<file path="src/rtl/video_timing_pkg.sv">
// ============================================================
// video_timing_pkg : shared constants and state type for the
// SXGA raster timing block.  Rev 1.0
// ============================================================
`default_nettype none

package video_timing_pkg;

    // Wide enough for the largest axis total (1688 clocks per line)
    localparam int CNT_W = 11;

    localparam int SXGA_H_ACTIVE = 1280;
    localparam int SXGA_H_FP     = 48;
    localparam int SXGA_H_SYNC   = 112;
    localparam int SXGA_H_BP     = 248;
    localparam int SXGA_V_ACTIVE = 1024;
    localparam int SXGA_V_FP     = 1;
    localparam int SXGA_V_SYNC   = 3;
    localparam int SXGA_V_BP     = 38;

    typedef enum logic [1:0] {
        IDLE      = 2'd0,
        RUN       = 2'd1,
        STOP_PEND = 2'd2
    } t_vt_state;

endpackage

`default_nettype wire

</file>
<file path="src/rtl/timing_axis_decode.sv">
// ============================================================
// timing_axis_decode : active / sync flags for one raster axis.
// Rev 1.0
// ============================================================
`default_nettype none

module timing_axis_decode #(
    parameter int CNT_W  = 11,
    parameter int ACTIVE = 1280,
    parameter int FP     = 48,
    parameter int SYNC   = 112,
    parameter int BP     = 248
) (
    input  logic [CNT_W-1:0] cnt,
    output logic             active,
    output logic             sync
);

    localparam logic [CNT_W-1:0] ACT_END    = CNT_W'(ACTIVE);
    localparam logic [CNT_W-1:0] SYNC_START = CNT_W'(ACTIVE + FP);
    localparam logic [CNT_W-1:0] SYNC_END   = CNT_W'(ACTIVE + FP + SYNC);

    generate
        if (ACTIVE < 1 || FP < 1 || SYNC < 1 || BP < 1 ||
            (ACTIVE + FP + SYNC + BP) > (1 << CNT_W)) begin : g_bad_params
            $error("timing_axis_decode: illegal axis parameters");
        end
    endgenerate

    assign active = (cnt < ACT_END);
    assign sync   = (cnt >= SYNC_START) && (cnt < SYNC_END);

endmodule

`default_nettype wire

</file>
<file path="src/rtl/sxga_video_timing.sv">
// ============================================================
// sxga_video_timing : frame-aligned raster timing generator with
// registered sync/de/coordinate outputs.  Rev 1.0
// ============================================================
`default_nettype none

module sxga_video_timing
    import video_timing_pkg::*;
#(
    parameter int   H_ACTIVE = SXGA_H_ACTIVE,
    parameter int   H_FP     = SXGA_H_FP,
    parameter int   H_SYNC   = SXGA_H_SYNC,
    parameter int   H_BP     = SXGA_H_BP,
    parameter int   V_ACTIVE = SXGA_V_ACTIVE,
    parameter int   V_FP     = SXGA_V_FP,
    parameter int   V_SYNC   = SXGA_V_SYNC,
    parameter int   V_BP     = SXGA_V_BP,
    parameter logic SYNC_POL = 1'b1
) (
    input  logic             clk,
    input  logic             rst_n,
    input  logic             run,
    output logic             hsync,
    output logic             vsync,
    output logic             de,
    output logic [CNT_W-1:0] x,
    output logic [CNT_W-1:0] y,
    output logic             frame_start,
    output logic             busy
);

    localparam logic [CNT_W-1:0] H_LAST = CNT_W'(H_ACTIVE + H_FP + H_SYNC + H_BP - 1);
    localparam logic [CNT_W-1:0] V_LAST = CNT_W'(V_ACTIVE + V_FP + V_SYNC + V_BP - 1);

    localparam logic [1:0] ST_IDLE      = IDLE;
    localparam logic [1:0] ST_RUN       = RUN;
    localparam logic [1:0] ST_STOP_PEND = STOP_PEND;

    logic [1:0]       state;
    logic [CNT_W-1:0] h_cnt;
    logic [CNT_W-1:0] v_cnt;
    logic             counting;
    logic             line_end;
    logic             frame_end;
    logic             h_active;
    logic             h_sync_on;
    logic             v_active;
    logic             v_sync_on;

    assign counting  = (state != ST_IDLE);
    assign line_end  = (h_cnt == H_LAST);
    assign frame_end = line_end && (v_cnt == V_LAST);

    timing_axis_decode #(
        .CNT_W  (CNT_W),
        .ACTIVE (H_ACTIVE),
        .FP     (H_FP),
        .SYNC   (H_SYNC),
        .BP     (H_BP)
    ) u_h_decode (
        .cnt    (h_cnt),
        .active (h_active),
        .sync   (h_sync_on)
    );

    timing_axis_decode #(
        .CNT_W  (CNT_W),
        .ACTIVE (V_ACTIVE),
        .FP     (V_FP),
        .SYNC   (V_SYNC),
        .BP     (V_BP)
    ) u_v_decode (
        .cnt    (v_cnt),
        .active (v_active),
        .sync   (v_sync_on)
    );

    // A stop request seen on the very last clock of a frame ends it there
    always_ff @(posedge clk or negedge rst_n) begin
        if (!rst_n) begin
            state <= ST_IDLE;
        end else begin
            case (state)
                ST_IDLE: begin
                    if (run) state <= ST_RUN;
                end
                ST_RUN: begin
                    if (!run) state <= frame_end ? ST_IDLE : ST_STOP_PEND;
                end
                ST_STOP_PEND: begin
                    if (run)            state <= ST_RUN;
                    else if (frame_end) state <= ST_IDLE;
                end
                default: state <= ST_IDLE;
            endcase
        end
    end

    always_ff @(posedge clk or negedge rst_n) begin
        if (!rst_n) begin
            h_cnt <= '0;
            v_cnt <= '0;
        end else if (!counting) begin
            h_cnt <= '0;
            v_cnt <= '0;
        end else if (line_end) begin
            h_cnt <= '0;
            v_cnt <= (v_cnt == V_LAST) ? '0 : v_cnt + 1'b1;
        end else begin
            h_cnt <= h_cnt + 1'b1;
        end
    end

    always_ff @(posedge clk or negedge rst_n) begin
        if (!rst_n) begin
            hsync       <= ~SYNC_POL;
            vsync       <= ~SYNC_POL;
            de          <= 1'b0;
            x           <= '0;
            y           <= '0;
            frame_start <= 1'b0;
            busy        <= 1'b0;
        end else if (!counting) begin
            hsync       <= ~SYNC_POL;
            vsync       <= ~SYNC_POL;
            de          <= 1'b0;
            x           <= '0;
            y           <= '0;
            frame_start <= 1'b0;
            busy        <= 1'b0;
        end else begin
            hsync       <= h_sync_on ? SYNC_POL : ~SYNC_POL;
            vsync       <= v_sync_on ? SYNC_POL : ~SYNC_POL;
            de          <= h_active && v_active;
            x           <= (h_active && v_active) ? h_cnt : '0;
            y           <= (h_active && v_active) ? v_cnt : '0;
            frame_start <= (h_cnt == '0) && (v_cnt == '0);
            busy        <= 1'b1;
        end
    end

endmodule

`default_nettype wire
</file>
<file path="config.mk">
export PLATFORM = sky130hd
export DESIGN_NAME = sxga_video_timing
export DESIGN_NICKNAME = d
export VERILOG_FILES = /design/src/rtl/video_timing_pkg.sv /design/src/rtl/timing_axis_decode.sv /design/src/rtl/sxga_video_timing.sv
export SDC_FILE = /design/constraint.sdc
export NUM_CORES = 1
export LEC_CHECK = 0
export ABC_AREA = 1
export BUFFER_PORTS_ARGS = -buffer_cell sky130_fd_sc_hd__buf_2
export CAP_MARGIN = 20
export CORE_MARGIN = 2
export CORE_UTILIZATION = 35
export DETAILED_ROUTE_END_ITERATION = 6
export PLACE_DENSITY_LB_ADDON = 0.15
export SKIP_CTS_REPAIR_TIMING = 1
export SLEW_MARGIN = 40
export SYNTH_ARGS = -nofsm -noshare
export SYNTH_HDL_FRONTEND = slang
export SYNTH_SLANG_ARGS = --single-unit
export TNS_END_PERCENT = 5
</file>
<file path="constraint.sdc">
create_clock -name clk -period 1.72 [get_ports clk]
set_input_delay 0.344 -clock clk [delete_from_list [all_inputs] [get_ports clk]]
set_output_delay 0.344 -clock clk [all_outputs]
set_load 0.01 [all_outputs]
</file>
# Word level (Yosys, flattened, before mapping)
# Cells that the tools add are included.
[totals]
regBits = 51
in_bits = 3
elab_cells = 58
[op_classes]
addsub = 2
n_lt_le_gt_ge = 6
eq_ne = 8
n_mux = 22
n_reduce_logical = 10
[ops]
columns = ["op", "n"]
rows = [
  ["$mux 11", 9],
  ["$lt 11x11->1 const B", 4],
  ["$add 11x1->11 const B", 2],
  ["$eq 11x11->1 const B", 2],
  ["$ge 11x11->1 const B", 2],
  ["$logic_not 11->1", 2],
  ["$mux 2", 5],
  ["$mux 1", 7],
  ["$pmux 2 s3", 1],
  ["$logic_and 1x1->1", 5],
  ["$ne 2x2->1 const B", 2],
  ["$ne 3x3->1 const B", 1],
  ["$reduce_and 3->1", 1],
  ["$eq 2x1->1 const B", 1],
  ["$eq 2x2->1 const B", 1],
  ["$logic_not 2->1", 1],
  ["$ne 2x1->1 const B", 1],
  ["$reduce_bool 2->1", 1],
]

# Longest topological paths before layout
# Gate-level depths: netlist of the first run.
[logic_depth]
word_depth = 5
ltp_mapped = 11
depth_no_buf = 11

# Cells and area by module
# A second synthesis of the first run with hierarchy kept.
[unflattened]
hier_cells = 279
area_unflattened_um2 = 2367.3
[by_module_without_submodules]
columns = ["module", "instances", "cells_per_inst", "area_each_um2", "seq_area_each_um2"]
rows = [
  ["sxga_video_timing", 1, 252, 2253.4, 1276.2],
  ["timing_axis_decode (u_v_decode)", 1, 18, 70.1, 0.0],
  ["timing_axis_decode (u_h_decode)", 1, 9, 43.8, 0.0],
]

# Least setup slack after synthesis of the first run
# Ideal clock, no wire load.
[synth_path]
path_kind = "register to register"
start = "register v_cnt[1]"
end = "register v_cnt[10]"
setup_time_ns = 0.113
arrival_ns = 1.242
required_time_ns = 1.607
path_slack_ns = 0.366
stages_incl_launch_ff = 12
cell_sequence = "dfrtp_1 > inv_1 > ha_1 > nand2_1 > nor2_1 > nand3_1 > nand2_1 > nand2_2 > nand2_1 > nand2_1 > nand2_1 > inv_1"
[synth_between]
elab_chain_len = 4
word_cells_on_any_way = 5
classes_between = "1 x add/sub; 1 x eq/ne; 3 x mux"
[synth_lines]
columns = ["item", "line_no", "source"]
rows = [
  ["start: declaration", "sxga_video_timing.sv:41", "logic [CNT_W-1:0] v_cnt;"],
  ["start signal: assignment", "sxga_video_timing.sv:108", "v_cnt <= (v_cnt == V_LAST) ? '0 : v_cnt + 1'b1;"],
  ["$add 11x1->11 or $eq 11x11->1 (tied branches)", "sxga_video_timing.sv:108", ""],
  ["$mux 11 (*)", "sxga_video_timing.sv:108", ""],
  ["$mux 11 (*)", "sxga_video_timing.sv:106", "end else if (line_end) begin"],
  ["$mux 11 (*)", "sxga_video_timing.sv:103", "end else if (!counting) begin"],
]
# Mark *: on every way between the ends. The rest lies on a longest branch, timed or not. The select of a mux whose other input is x is not followed.
# A chain may end at the register's enable or synchronous reset.

# Final worst setup path of the first run
[layout_path]
start = "register h_cnt[0]"
end = "register v_cnt[10]"
[layout_between]
elab_chain_len = 2
[layout_lines]
columns = ["item", "line_no", "source"]
rows = [
  ["start: declaration", "sxga_video_timing.sv:40", "logic [CNT_W-1:0] h_cnt;"],
  ["start signal: assignment", "sxga_video_timing.sv:110", "h_cnt <= h_cnt + 1'b1;"],
  ["$eq 11x11->1", "sxga_video_timing.sv:51", "assign line_end = (h_cnt == H_LAST);"],
  ["$ne 2x1->1 (no line)", "-", ""],
]
# No other way between the ends.

==> run_results.csv, run 1 <==
group,metric,value,unit
critical_path,crit_buf_inv,1,
cts,clk_pin_slew,0.09,ns
sta,finalHoldViolations,0,
yosys,synth_compound_area_share,6.730,%
yosys,synth_xor_area_share,0,%
global_route,grt_pass1_wl,7748,um
critical_path,slowest_stage,"dfrtp_1",
floorplanning,coreArea,6241,sq um
power_and_ir_drop,p_leak,0.001381,uW
cts,clock_sinks,51,
sta,fmax,0.6320,GHz
critical_path,path_cells,"ha_1 > nand2_2 > nor2_4 > nand3_2 > nand2_4 > nand2_2 > nand2_1 > nand2_1 > nand2_1 > inv_1",
global_route,grt_use_total,13.93,%
global_route,antenna_found_initial,0,
floorplanning,fp.dieW,83.84,um
yosys,synthSimpleGateAreaFrac,25.86,%
floorplanning,num_rows,29,
critical_path,path_delay_family,"simple AND/OR/NAND/NOR gates",
routing,wl_per_cell,12.51,um
sta,finalCriticalPeriod,1.582,ns
cts,cts_root_buf,"clkbuf_8",
critical_path,crit_path_max_fanout,11,
global_route,grt_pass1_vias,1558,
yosys,syn_avg_cell_area,9.032,sq um
yosys,synth_fa_ha_area_share,2.804,%
critical_path,crit_top_cell,"nand2_1",
critical_path,critical_path_arrival,1.78,ns
flow_run,maxCapViolCount,0,
finish,antenna_cells,0,
sta,setup_violations,0,
min_path,worstHoldPathType,"input port to async pin",
routing,vias_per_cell,4.567,
yosys,ys_types,29,
critical_path,cp-start-kind,"flip-flop",
yosys,yosys-top-cells-area,"dfrtp_1, nor2_1, nand2_1, inv_1, nand3_1",
yosys,synth_top_family_by_area,"simple AND/OR/NAND/NOR gates",
sta,fin_crit_sh,91.99,%
routing,drtIter0Drc,120,
placed_design,dp_hpwl,3262,um
power_and_ir_drop,p_sw,615.8,uW
finish,area.growth.synth_to_final,19.57,%
power_and_ir_drop,p_seq_share,50.0,%
floorplanning,initial_core_util,35.75,%
yosys,synth-async-reset-ratio,100.0,%
critical_path,end_kind,"flip-flop",
cts,cts_tree,"done",
routing,postRouteAntennaNets,0,
yosys,ys_warn_count,0,
yosys,syn_inst,247,
critical_path,required,1.92,ns
cts,clock_tree.buffer_depth,2,
yosys,ys_ff_latch,51,
power_and_ir_drop,power_density,969.3,nW/um^2
routing,drcViolationCount,0,
sta,slew_viol_final,0,
finish,drive_gt1_share,19.31,%
yosys,yosysSeqAreaShare,57.21,%
power_and_ir_drop,internal-power,1970,uW
yosys,yosysTopAreaCellShare,57.21,%
power_and_ir_drop,comb_power_share,12.2,%
power_and_ir_drop,vdd_drop_max,0.4689,mV
yosys,ys.flop_type,"dfrtp_1",
global_route,overflow,0,
yosys,synthMuxAreaShare,0,%
yosys,syn_nets,255,
global_route,grt_max_degree,52,
critical_path,worstSetupPathType,"flip-flop to flip-flop",
power_and_ir_drop,p_sw_share,23.82,%
routing,vias,1676,
sta,fin_skew,0.004786,ns
floorplanning,ios,30,
yosys,yosysTopAreaCell,"dfrtp_1",
floorplanning,die_h,83.84,um
power_and_ir_drop,power.total,2586,uW
placed_design,portBuffers,29,
yosys,syn-cell-area,2231,sq um
critical_path,cpPeakStageDelay,0.41,ns
routing,drtPass1Iterations,4,
yosys,synth_most_common_cell,"nor2_1",
cts,cts_made_buffers,5,
yosys,yosys-top-cells-count,"nor2_1, dfrtp_1, nand2_1",
cts,clock_latency,0.30,ns
placed_design,gp_congestion,0.8318,
cts,h-tree-depth,2,
routing,finalWirelength,4593,um
run_status,status,"complete, no violations",
yosys,synth_edf_count,0,
power_and_ir_drop,clockPowerShare,37.8,%
finish,nFillCells,617,
floorplanning,dieArea,7028,sq um
finish,fin_nets,297,
sta,whs,0.01451,ns
metal layers:
layer  track usage [%]  part of all wire (%)
met3             3.264                   4.1
met2             20.95                    45
met4             4.399                   1.2
met5                 0                     0
met1             19.99                    49
registers in the layout (all words and copies together) (netlist names):
name,cells
vsync,1
de,1
x,11
v_cnt,11
h_cnt,11
frame_start,1
hsync,1
busy,1
state,2
y,11
worst reg2reg max path: cells and delay by family, from the launching register on:
kind	cells	cell delay, ns
AND/OR/NAND/NOR	8	0.84
flip-flops	1	0.41
buffers and inverters	1	0.03
adder cells (fa/ha/maj)	1	0.21
power groups by stage:
| stage | Sequential [uW] | Clock, uW | Combinational, uW |
|---|---|---|---|
| 6_report | 1290 | 978 | 314 |
| 3_5_place_dp | 1320 | 0 | 294 |
| 4_1_cts | 1300 | 1010 | 294 |
| 2_1_floorplan | 1330 | 0 | 166 |
| 3_3_place_gp | 1320 | 0 | 295 |
| 5_1_grt | 1300 | 1060 | 355 |
area by class of cell:
class                      count  area [sq um]  share of cell area [%]
sequential                    51          1276                   47.84
multi-input combinational    159         793.3                   29.74
timing repair buffer          39         245.2                   9.193
inverter                      33         123.9                   4.644
tap                           77         96.34                   3.612
clock buffer                   6         72.57                   2.720
clock inverter                 2         60.06                   2.251
final timing paths:
check,startpoint,end,slack (ns),depth (start not counted)
max in group asynchronous,rst_n,y[1],1.48,2
max,h_cnt[0],v_cnt[10],0.14,10
min,rst_n,y[10],0.01,2
min reg2reg,state[1],state[0],0.48,1
min in group clk,run,state[0],0.31,3
max reg2reg,h_cnt[0],v_cnt[10],0.14,10
layout by cell type, fill, tap and decap left out:
cell type / instances
nand2_1: 39
nor3_4: 1
o21a_1: 1
a21boi_1: 2
clkbuf_8: 5
inv_1: 32
inv_2: 1
a21oi_1: 12
nor4_1: 1
a2111oi_0: 1
bufinv_16: 2
clkbuf_1: 1
ha_1: 5
buf_4: 8
nand3_2: 2
nor3_1: 6
nand3_1: 13
nand2_4: 2
dfrtp_1: 51
nand3b_1: 1
nor2_4: 1
nand2_2: 3
o21ai_0: 7
and3_1: 1
conb_1: 1
o31ai_1: 1
o311ai_0: 1
o211ai_1: 1
nand4_1: 5
buf_2: 29
buf_12: 2
nor2_1: 52
kinds of logic (layout without fill, tap and decap cells):
group / Yosys count / after routing
AND/OR/NAND/NOR: 127 / 127
adder cells (fa/ha/maj): 5 / 5
flip-flops: 51 / 51
buffers and inverters: 37 / 80
other: 1 / 1
AO/OA/AOI/OAI: 26 / 26
stage by stage:
stage | setup slack, ns | area [sq um] | setup TNS (ns) | std cells | util, %
2_1_floorplan | 0.3656 | 2231 | 0 | 247 | -
3_3_place_gp | 0.1749 | 2512 | 0 | 356 | 40.26
3_5_place_dp | 0.1517 | 2512 | 0 | 356 | 40.26
4_1_cts | 0.1392 | 2645 | 0 | 364 | 42.38
5_1_grt | -0.005421 | 2668 | -0.005421 | 367 | 42.74
6_report | 0.1377 | 2668 | 0 | 367 | 42.74
Power figures use the tool's default switching activity.
==> inputs of run 2 (changes only) <==
--- a/config.mk
+++ b/config.mk
@@ -9,9 +9,9 @@
 export BUFFER_PORTS_ARGS = -buffer_cell sky130_fd_sc_hd__buf_2
 export CAP_MARGIN = 20
 export CORE_MARGIN = 2
-export CORE_UTILIZATION = 35
+export CORE_UTILIZATION = 55
 export DETAILED_ROUTE_END_ITERATION = 6
-export PLACE_DENSITY_LB_ADDON = 0.15
+export PLACE_DENSITY = 0.87
 export SKIP_CTS_REPAIR_TIMING = 1
 export SLEW_MARGIN = 40
 export SYNTH_ARGS = -nofsm -noshare
==> run 2 against run 1 <==
Compared with the run above: the flow now finishes with violations (hold timing); total power down 12%; die area down 35%; largest cell class unchanged; clock-buffer cell count unchanged; clock power down 30%; cell area down 3.7%; hold slack worse by 0.020 ns; via count up 7.9%; sequential share of layout area up 1.8 points; global-route usage up 8.4 points.
==> run_results.csv, run 2 (synthesized netlist as in run 1, its figures left out) <==
group,metric,value,unit
sta,setup_violations,0,
finish,drive_gt1_share,18.82,%
placed_design,place_inst,327,
critical_path,end_kind,"flip-flop",
cts,clock_latency,0.32,ns
critical_path,cp-start-kind,"flip-flop",
floorplanning,die_h,67.69,um
power_and_ir_drop,power_density,890.1,nW/um^2
cts,cts_made_buffers,5,
flow_run,maxCapViolCount,0,
finish,fin_cells,337,
global_route,overflow,0,
run_status,violations,"hold timing",
cts,clock_tree.buffer_depth,2,
power_and_ir_drop,vdd_drop_max,0.4732,mV
floorplanning,fp.dieW,67.69,um
sta,finalHoldViolations,7,
floorplanning,ios,30,
floorplanning,num_rows,23,
global_route,grt_pass1_wl,7452,um
critical_path,critical_path_arrival,1.84,ns
placed_design,place_ws,0.1356,ns
sta,finalWorstSetupSlack,0.1157,ns
sta,whs,-0.005735,ns
global_route,grt_use_total,22.36,%
sta,fmax,0.6233,GHz
finish,layout_common_cells,"nor2_1, dfrtp_1, nand2_1",
cts,clk_pin_slew,0.10,ns
finish,antenna_cells,0,
finish,multi_input_area,807.0,sq um
routing,wl_per_cell,14.00,um
critical_path,crit_path_max_fanout,6,
routing,finalWirelength,4718,um
cts,clock_sinks,51,
routing,postRouteAntennaNets,0,
sta,fin_skew,0.01502,ns
floorplanning,initial_core_util,56.59,%
power_and_ir_drop,p_leak,0.001348,uW
cts,h-tree-depth,2,
sta,worst_pin_slew,0.4655,ns
routing,drcViolationCount,0,
sta,finalCriticalPeriod,1.604,ns
floorplanning,dieArea,4582,sq um
floorplanning,coreArea,3943,sq um
cts,cts_tree,"done",
global_route,grt_pass1_vias,1642,
min_path,worstHoldPathType,"input port to async pin",
routing,drtPass1Iterations,5,
run_status,status,"finished, violations left",
routing,vias,1809,
power_and_ir_drop,power.total,2288,uW
finish,fin_nets,294,
cts,cts_root_buf,"clkbuf_8",
sta,fin_crit_sh,93.27,%
sta,setup_tns,0,ns
global_route,grt_max_degree,52,
sta,rsz0062_at_grt,"no",
finish,register_area,1276,sq um
sta,slew_viol_final,0,
placed_design,portBuffers,29,
routing,vias_per_cell,5.368,
placed_design,gp_congestion,0.8734,
sta,slew_headroom,68.17,%
placed_design,dp_hpwl,3129,um
global_route,antenna_found_initial,0,
finish,nFillCells,304,
finish,area.growth.synth_to_final,15.20,%
routing,drtIter0Drc,246,
critical_path,required,1.96,ns
critical_path,worstSetupPathType,"flip-flop to flip-flop",
## run 2: changes by cell type in the layout (fill, tap and decap cells not counted), sizes merged
cell	change
buf	-4
bufinv	-2
clkinv	+1
clkinvlp	+1
nand2	+1
## run 2: path summary, 6_finish.rpt
| path | startpoint | end | slack, ns | depth (start not counted) |
|---|---|---|---|---|
| worst max-delay path | h_cnt[0] | h_cnt[2] | 0.12 | 8 |
| worst min-delay path | rst_n | state[1] | -0.006 | 2 |
| worst max register to register | h_cnt[0] | h_cnt[2] | 0.12 | 8 |
| worst min register to register | h_cnt[0] | h_cnt[0] | 0.50 | 1 |
| max in group asynchronous | rst_n | y[10] | 1.49 | 2 |
| min in group clk | run | state[0] | 0.29 | 3 |
## run 2: through the flow
| step | util (%) | instance area [sq um] |
|---|---|---|
| after floorplan | - | 2231 |
| after global placement | 62.49 | 2464 |
| after detailed placement | 62.49 | 2464 |
| after CTS | 64.65 | 2549 |
| after global routing | 65.19 | 2570 |
| final | 65.19 | 2570 |
## run 2: per-layer routing
layer | wire, um | up-vias | track usage (%)
li1 | - | 861 | -
met1 | 2048 | 871 | 29.32
met2 | 2262 | 65 | 34.44
met3 | 300 | 12 | 6.000
met4 | 106 | 0 | 10.46
met5 | 0 | - | 0
## run 2: final cells by class
| cell class | count | share of cell area [%] |
|---|---|---|
| clock buffer | 6 | 2.824 |
| clock inverter | 2 | 0.4869 |
| inverter | 33 | 4.820 |
| multi-input combinational | 160 | 31.40 |
| sequential | 51 | 49.66 |
| tap | 50 | 2.434 |
| timing repair buffer | 35 | 8.374 |
## run 2: critical path, stage by stage (launching register included)
cell	delay [ns]
dfrtp_1	0.42
ha_1	0.25
nand2_2	0.11
nor2_4	0.05
nand3_2	0.12
nand2_4	0.11
inv_1	0.21
o21ai_0	0.13
a21oi_1	0.15
## run 2: power breakdown
part / internal, uW / total [uW] / switching [uW]
Combinational: 108 / 302 / 193
Sequential: 1260 / 1300 / 39.0
Clock: 285 / 688 / 403
==> inputs of run 3 (changes only) <==
--- a/config.mk
+++ b/config.mk
@@ -11,7 +11,7 @@
 export CORE_MARGIN = 2
 export CORE_UTILIZATION = 55
 export DETAILED_ROUTE_END_ITERATION = 6
-export PLACE_DENSITY = 0.87
+export PLACE_DENSITY = 0.77
 export SKIP_CTS_REPAIR_TIMING = 1
 export SLEW_MARGIN = 40
 export SYNTH_ARGS = -nofsm -noshare
==> run 3 against run 2 <==
Compared with the run above: highest routed layer unchanged; the flow now finishes without violations; core utilization increased by 0.51 points; die area unchanged; largest cell class unchanged; global-route usage decreased by 0.64 points; register-to-register slack about the same; via count decreased by 4.6%; first-iteration DRC count decreased by 45%.
==> run_results.csv, run 3 (synthesized netlist as in run 1, its figures left out) <==
group,metric,value,unit
critical_path,r2r-start,"h_cnt[0]",
critical_path,cp-start-kind,"flip-flop",
floorplanning,fp.dieW,67.69,um
finish,nFillCells,339,
critical_path,r2r-end,"v_cnt[10]",
global_route,grt-busiest-layer,"met1",
global_route,grt_max_degree,52,
global_route,grt_use_met1,31.49,%
critical_path,required,1.93,ns
finish,layout_common_cells,"nor2_1, dfrtp_1, nand2_1",
routing,drtIter0Drc,136,
global_route,antenna_found_initial,0,
min_path,worstHoldPathType,"input port to async pin",
cts,cts_root_buf,"clkbuf_8",
global_route,grt_use_total,21.72,%
routing,drtPass1Iterations,5,
cts,cts_tree,"done",
sta,fmax,0.6242,GHz
power_and_ir_drop,vdd_drop_max,0.4820,mV
routing,vias_per_cell,5.059,
cts,cts_made_buffers,5,
floorplanning,coreArea,3943,sq um
routing,finalWirelength,4386,um
finish,final_common_cell,"nor2_1",
global_route,grt_use_met2,30.51,%
sta,slew_viol_final,0,
floorplanning,initial_core_util,56.59,%
routing,wl_per_cell,12.86,um
critical_path,rr_worst_depth,10,
placed_design,dp_hpwl,3058,um
finish,drive_gt1_share,19.59,%
global_route,grt_pass1_wl,7210,um
cts,clk_pin_slew,0.09,ns
critical_path,worstSetupPathType,"flip-flop to flip-flop",
finish,antenna_cells,0,
cts,clock_tree.buffer_depth,2,
routing,postRouteAntennaNets,0,
global_route,use_met3,6.000,%
power_and_ir_drop,p_leak,0.001360,uW
sta,finalCriticalPeriod,1.602,ns
run_status,status,"complete, no violations",
floorplanning,num_rows,23,
critical_path,end_kind,"flip-flop",
placed_design,gp_congestion,0.9512,
cts,h-tree-depth,2,
cts,clock_latency,0.31,ns
finish,area.growth.synth_to_final,16.10,%
sta,fin_skew,0.003352,ns
sta,finalHoldViolations,0,
finish,fin_cells,341,
placed_design,place_inst,328,
floorplanning,ios,30,
power_and_ir_drop,power_density,876.4,nW/um^2
sta,whs,0.006862,ns
critical_path,crit_path_max_fanout,11,
sta,setup_violations,0,
floorplanning,dieArea,4582,sq um
floorplanning,die_h,67.69,um
routing,drcViolationCount,0,
critical_path,worst-r2r-setup-slack,0.12,ns
flow_run,maxCapViolCount,0,
global_route,grt_pass1_vias,1541,
cts,clock_sinks,51,
critical_path,critical_path_arrival,1.81,ns
placed_design,portBuffers,29,
global_route,overflow,0,
sta,fin_crit_sh,93.14,%
finish,fin_nets,298,
routing,vias,1725,
## run 3: cell types whose count changed in the layout (fill, tap and decap cells not counted)
| cell | before | now |
|---|---|---|
| nand2_4 | 3 | 1 |
| buf_12 | 2 | 1 |
| nand2_8 | 0 | 1 |
| buf_4 | 4 | 10 |
| nor2_1 | 51 | 52 |
| nor2_2 | 1 | 0 |
## run 3: worst max-delay path: stages (launching register included)
cell and delay [ns]:
dfrtp_1 0.41, ha_1 0.21, nand2_2 0.09, nor2_4 0.11, nand3_2 0.16, nand2_8 0.15, nand2_2 0.12, nand2_1 0.11
nand2_1 0.06, nand2_1 0.05, inv_1 0.04
## run 3: per-stage QoR
stage	cell area (sq um)	power (uW)	utilization, %	TNS [ns]	setup slack [ns]
after floorplan	2231	1500	-	0	0.3656
after global placement	2459	1599	62.36	0	0.1661
after detailed placement	2459	1612	62.36	0	0.1033
after CTS	2544	2274	64.52	0	0.08818
after global routing	2590	2402	65.69	-0.02156	-0.02156
final	2590	2270	65.69	0	0.1180
## run 3: layout make-up
cell class	count	area [sq um]	area share (%)
clock buffer	6	72.57	2.802
clock inverter	2	12.51	0.4831
inverter	33	123.9	4.783
multi-input combinational	159	802.0	30.97
sequential	51	1276	49.28
tap	50	62.56	2.415
timing repair buffer	40	240.2	9.275
## run 3: worst max path at each step
stage	startpoint	end	slack, ns	cells after the start
2_1_floorplan	v_cnt[1]	v_cnt[10]	0.37	11
3_3_place_gp	h_cnt[0]	v_cnt[10]	0.17	10
3_5_place_dp	h_cnt[0]	v_cnt[10]	0.10	10
4_1_cts	h_cnt[1]	v_cnt[10]	0.09	10
5_1_grt	v_cnt[0]	v_cnt[10]	-0.02	10
6_report	h_cnt[0]	v_cnt[10]	0.12	10
## run 3: per-layer routing
metal / part of all wire [%] / vias up
met5: 0 / -
met4: 2.0 / 0
met3: 7.2 / 8
met2: 44 / 59
met1: 46 / 791
li1: - / 867
## run 3: power by group
group	internal, uW	switching [uW]
combinational	121	189
sequential	1260	40.8
clock	284	376
total	1660	606
